## config.mk

```make
export PLATFORM = sky130hd
export DESIGN_NAME = hex_digit_serializer
export DESIGN_NICKNAME = d
export VERILOG_FILES = /design/src/rtl/hex_digit_serializer_pkg.sv /design/src/rtl/hex_digit_serializer_div.sv /design/src/rtl/hex_digit_serializer.sv
export SDC_FILE = /design/constraint.sdc
export NUM_CORES = 1
export LEC_CHECK = 0
export ABC_CLOCK_PERIOD_IN_PS = 2600
export CAP_MARGIN = 5
export CORE_MARGIN = 2
export CORE_UTILIZATION = 40
export CTS_BUF_LIST = sky130_fd_sc_hd__clkbuf_2
export DETAILED_ROUTE_END_ITERATION = 12
export PLACE_DENSITY = 0.67
export SLEW_MARGIN = 5
export SYNTH_ARGS = -nofsm -noshare
export SYNTH_HDL_FRONTEND = slang
export SYNTH_SLANG_ARGS = --single-unit
```

## constraint.sdc

```tcl
create_clock -name clk -period 2.6 [get_ports clk]
set_clock_uncertainty 0.2 [all_clocks]
set_input_delay 0.52 -clock clk [delete_from_list [all_inputs] [get_ports clk]]
set_output_delay 0.52 -clock clk [all_outputs]
set_load 0.03 [all_outputs]
```

## src/rtl/hex_digit_serializer_pkg.sv

```systemverilog
// Shared definitions for the hex digit serializer: FSM state encoding and digit-count helper.
package hex_digit_serializer_pkg;

   typedef enum logic {
      ST_IDLE = 1'b0,
      ST_EMIT = 1'b1
   } state_e;

   function automatic int digit_count(input int dw, input int digit_bits);
      return (32'sd1 << dw) >>> $clog2(digit_bits);
   endfunction

endpackage

```

## src/rtl/hex_digit_serializer_div.sv

```systemverilog
// Power-of-two divider: Q = I / 2**S and R = I mod 2**S, built from a shift and a mask.
module shift_divider #(
   parameter int DW = 4
) (
   input  logic [(2**DW)-1:0] I,
   input  logic [DW-1:0]      S,
   output logic [(2**DW)-1:0] Q,
   output logic [(2**DW)-1:0] R
);

   localparam int W = 2**DW;

   logic [W-1:0] mask_s;

   // Quotient and remainder from a right shift and a low-bit mask
   always_comb begin
      mask_s = ~({W{1'b1}} << S);
      Q      = I >> S;
      R      = I & mask_s;
   end

endmodule

```

## src/rtl/hex_digit_serializer.sv

```systemverilog
// Captures a value on start and streams it out one digit per handshake, least-significant first.
module hex_digit_serializer
   import hex_digit_serializer_pkg::*;
#(
   parameter int DW         = 4,
   parameter int DIGIT_BITS = 4,
   parameter int EARLY_STOP = 1
) (
   input  logic                  clk,
   input  logic                  rst_n,
   input  logic                  start,
   input  logic [(2**DW)-1:0]    value,
   output logic                  busy,
   output logic                  digit_valid,
   input  logic                  digit_ready,
   output logic [DIGIT_BITS-1:0] digit,
   output logic [DW-1:0]         digit_idx,
   output logic                  last,
   output logic                  done
);

   localparam int             W        = 2**DW;
   localparam int             ND       = digit_count(DW, DIGIT_BITS);
   localparam logic [DW-1:0]  LAST_IDX = DW'(ND - 1);
   localparam logic [DW-1:0]  IDX_ONE  = DW'(1);
   localparam logic [DW-1:0]  SHIFT    = DW'(DIGIT_BITS);

   state_e        state_q, state_d;
   logic [W-1:0]  work_q, work_d;
   logic [DW-1:0] idx_q, idx_d;
   logic          done_q, done_d;
   logic [W-1:0]  q, r;
   logic          emit_s;
   logic          last_s;

   shift_divider #(.DW(DW)) u_div (
      .I (work_q),
      .S (SHIFT),
      .Q (q),
      .R (r)
   );

   // Output decode from registered work/idx; everything reads 0 outside EMIT
   always_comb begin
      emit_s = (state_q == ST_EMIT);
      last_s = emit_s & ((idx_q == LAST_IDX) | ((EARLY_STOP != 0) & (q == {W{1'b0}})));
      if (emit_s) begin
         digit     = r[DIGIT_BITS-1:0];
         digit_idx = idx_q;
      end else begin
         digit     = {DIGIT_BITS{1'b0}};
         digit_idx = {DW{1'b0}};
      end
      busy        = emit_s;
      digit_valid = emit_s;
      last        = last_s;
      done        = done_q;
   end

   // Next-state: capture on start, advance on handshake, finish after the last digit
   always_comb begin
      state_d = state_q;
      work_d  = work_q;
      idx_d   = idx_q;
      done_d  = 1'b0;
      case (state_q)
         ST_IDLE: begin
            if (start) begin
               work_d  = value;
               idx_d   = {DW{1'b0}};
               state_d = ST_EMIT;
            end else begin
               state_d = ST_IDLE;
            end
         end
         ST_EMIT: begin
            if (digit_ready && last_s) begin
               state_d = ST_IDLE;
               done_d  = 1'b1;
            end else if (digit_ready) begin
               work_d = q;
               idx_d  = idx_q + IDX_ONE;
            end else begin
               state_d = ST_EMIT;
            end
         end
         default: begin
            state_d = ST_IDLE;
         end
      endcase
   end

   // State, working value, digit index and done pulse registers
   always_ff @(posedge clk or negedge rst_n) begin
      if (!rst_n) begin
         state_q <= ST_IDLE;
         work_q  <= {W{1'b0}};
         idx_q   <= {DW{1'b0}};
         done_q  <= 1'b0;
      end else begin
         state_q <= state_d;
         work_q  <= work_d;
         idx_q   <= idx_d;
         done_q  <= done_d;
      end
   end

endmodule

```

==> impl_metrics.env <==
export IMPL_synth_area_leaders="sky130_fd_sc_hd__dfrtp_1 (44%), sky130_fd_sc_hd__mux2i_1 (15%), sky130_fd_sc_hd__nand2_1 (6.0%)"
export IMPL_timing_max_cap_violations=0
export IMPL_adder_and_majority_gate_portion_of_the_synthesized_area_pct=0.997
export IMPL_die_area_um2=3600
export IMPL_max_slew_margin_rel_pct=70.3
export IMPL_number_of_synthesized_flops_with_an_enable_pin=0
export IMPL_row_cnt=20
export IMPL_instances_no_fill=206
export IMPL_grt_max_degree=23
export IMPL_synth_yosys_seq_area_share_pct=43.9
export IMPL_grt_first_pass_wirelength_um=4960
export IMPL_critical_path_arrival_ps=1760
export IMPL_drtIter0Drc=53
export IMPL_power_internal_mw=1.19
export IMPL_postLayoutCoreUtil_pct=56.2
export IMPL_die_x_um=60.0
export IMPL_netSwitchingPower_mw=0.877
export IMPL_synth_xor_area_share_pct=0
export IMPL_detailedPlacementHpwl_um=2010
export IMPL_gr_total_overflow=0
export IMPL_fin_setup_tns_ps=0
export IMPL_final_setup_viol_count=0
export IMPL_final_layout_size_suffix_gt1_share_pct=16.0
export IMPL_hold_wc_path_type="in -> async"
export IMPL_post_route_drc_count=0
export IMPL_groute_usage_overall_pct=18.3
export IMPL_post_synth_inst_count=124
export IMPL_timing_critical_path_from_type="flip-flop"
export IMPL_synth_common_cells="sky130_fd_sc_hd__dfrtp_1 (22), sky130_fd_sc_hd__nand2_1 (20), sky130_fd_sc_hd__mux2i_1 (19)"
export IMPL_synth_fp_nets=145
export IMPL_synth_most_common_cell="sky130_fd_sc_hd__dfrtp_1"
export IMPL_synth_distinct_cells=30
export IMPL_dominant_combinational_cell_family_by_area_after_synthesis="simple AND/OR/NAND/NOR gates"
export IMPL_synth_top_area_cell="sky130_fd_sc_hd__dfrtp_1"
export IMPL_syn_avg_cell_area_um2=10.1
export IMPL_place_worst_setup_slack_ps=341
export IMPL_routed_via_density=5.21
export IMPL_detailroute_via_count=1074
export IMPL_number_of_antenna_violations_at_the_first_check_in_global_routing=0
export IMPL_initial_core_util_pct=41.4
export IMPL_wire_per_inst_um=14.3
export IMPL_synthSimpleGateAreaFrac_pct=17.2
export IMPL_type_of_the_setup_path_with_the_least_slack="reg -> out"
export IMPL_placed_cells=196
export IMPL_cellPowerDensity_nw_per_um2=1220
export IMPL_wirelength_um=2940
export IMPL_achievable_frequency_mhz=404
export IMPL_design_final_nets=184
export IMPL_cts_tree="done"
export IMPL_drt_pre_antenna_iters=4
export IMPL_clk_insertion_delay_late_ps=340
export IMPL_die_height_um=60.0
export IMPL_peakVddDrop_v=0.000657
export IMPL_yosysWarnings=0
export IMPL_leakage_nw=0.748
export IMPL_numCtsBuffers=3
export IMPL_first_global_vias=1125
export IMPL_syn_to_final_growth_pct=35.6
export IMPL_cp_required_ps=1880
export IMPL_synth_mux_area_share_pct=15.2
export IMPL_finalWeightedCongestion=0.724
export IMPL_dominantRegCellSynth="sky130_fd_sc_hd__dfrtp_1"
export IMPL_cts_root_buffer_cell="sky130_fd_sc_hd__clkbuf_2"
export IMPL_power_clock_fraction_pct=11.6
export IMPL_clk_pin_slew_ps=230
export IMPL_ctsLongestPathBuffers=2
export IMPL_top_level_ports=32
export IMPL_crit_fanout=6
export IMPL_critical_path_endpoint_type="primary output"
export IMPL_timing_reg2reg_worst_path_depth=5
export IMPL_n_antenna_cell=0
export IMPL_tightestPinTransition_ps=445
export IMPL_yosys_area_top_type_share_pct=43.9
export IMPL_sw_frac_of_total_pct=42.4
export IMPL_clock_period_minus_worst_slack_ps=2480
export IMPL_core_area_um2=3030
export IMPL_fin_ws_ps=124
export IMPL_fin_worst_hold_slack_ps=283
export IMPL_seq_power_share_pct=32.4
export IMPL_detail_route_antenna_nets=0
export IMPL_cts_sink_count=22
export IMPL_timing_final_hold_violations=0
export IMPL_proportion_of_synthesized_flip_flops_having_asynchronous_set_or_reset_pct=100
export IMPL_ys_ff_latch=22
export IMPL_final_max_slew_violation_count=0
export IMPL_post_synth_instance_area_um2=1250
export IMPL_grt_setup_unrepaired="no"
export IMPL_run_status="completed"
export IMPL_period_share_pct=95.2
export IMPL_synth_compound_area_share_pct=16.4
export IMPL_cts_max_level=1
export IMPL_io_buffer_count=31
export IMPL_power_combinational_fraction_pct=56.0
-- flip-flops by register name, summed over array words and instances, names as in the netlist --
register,count
done,1
busy,1
work_q,16
idx_q,4
-- per-stage QoR --
stage | power [mW] | cell area (um2)
finish | 2.07 | 1700
global route | 2.21 | 1700
CTS | 2.04 | 1660
detailed placement | 1.80 | 1610
global placement | 1.77 | 1610
floorplan | 1.43 | 1250
-- placed cells by master, fill, tap and decap left out, types with 2 or more instances in the layout --
| master | instances |
|---|---|
| sky130_fd_sc_hd__a21oi_1 | 2 |
| sky130_fd_sc_hd__and2_1 | 6 |
| sky130_fd_sc_hd__buf_4 | 14 |
| sky130_fd_sc_hd__clkbuf_2 | 3 |
| sky130_fd_sc_hd__clkdlybuf4s50_1 | 29 |
| sky130_fd_sc_hd__dfrtp_1 | 21 |
| sky130_fd_sc_hd__inv_1 | 7 |
| sky130_fd_sc_hd__mux2i_1 | 19 |
| sky130_fd_sc_hd__nand2_1 | 20 |
| sky130_fd_sc_hd__nand4_1 | 2 |
| sky130_fd_sc_hd__nor2_1 | 4 |
| sky130_fd_sc_hd__nor4_1 | 3 |
| sky130_fd_sc_hd__o221a_1 | 6 |
| sky130_fd_sc_hd__o221a_2 | 5 |
| sky130_fd_sc_hd__o22ai_1 | 5 |
-- critical path, cell delays in order (launching register included) --
cell and delay [ps]:
sky130_fd_sc_hd__dfrtp_1 440, sky130_fd_sc_hd__ha_1 180, sky130_fd_sc_hd__or3b_1 460, sky130_fd_sc_hd__a21oi_1 190
sky130_fd_sc_hd__buf_4 180
-- repair_timing --
item                                    CTS  global route
endpoints found under the setup margin    1             2
resized for setup                         1             0
setup buffers                             0             6
hold buffers                              0             0
gates cloned                              0             0
pin swaps                                 0             1
-- final cells by class --
| cell class | count | area, um2 |
|---|---|---|
| Clock inverter | 1 | 30.0 |
| Sequential cell | 22 | 552 |
| Inverter | 8 | 30.0 |
| Tap cell | 44 | 55.1 |
| Clock buffer | 3 | 15.0 |
| Multi-Input combinational cell | 85 | 624 |
| Timing Repair Buffer | 43 | 395 |
| Fill cell | 265 | 1330 |
-- kinds of logic (layout without fill, tap and decap cells) --
family,Yosys count,in the layout
AO/OA/AOI/OAI,22,22
adder cells (fa/ha/maj),1,1
buffers and inverters,17,55
flip-flops,22,22
multiplexers,19,19
AND/OR/NAND/NOR,43,43
-- path summary, 6_finish.rpt --
path / end / start / slack, ps
max reg2reg: work_q[11]$_DFFE_PN0P_ / idx_q[0]$_DFFE_PN0P_ / 430
min reg2reg: idx_q[2]$_DFFE_PN0P_ / idx_q[2]$_DFFE_PN0P_ / 390
min in group clk: idx_q[2]$_DFFE_PN0P_ / idx_q[2]$_DFFE_PN0P_ / 390
max in group asynchronous: work_q[11]$_DFFE_PN0P_ / rst_n / 1680
max: last / idx_q[1]$_DFFE_PN0P_ / 120
min: work_q[5]$_DFFE_PN0P_ / rst_n / 280
-- metal layers --
metal,routed length [um],vias up,track usage (%)
met1,1350,517,22.7
met4,24,0,6.35
met3,146,2,4.55
met5,0,-,0
li1,-,527,-
met2,1420,28,30.9
-- power groups by stage --
stage	clock network, mW	logic, mW	registers (mW)
after floorplan	0	0.792	0.640
final	0.240	1.16	0.670
after CTS	0.246	1.12	0.674
after global placement	0	1.09	0.674
after global routing	0.261	1.26	0.695
after detailed placement	0	1.12	0.679
Power figures use the tool's default switching activity.
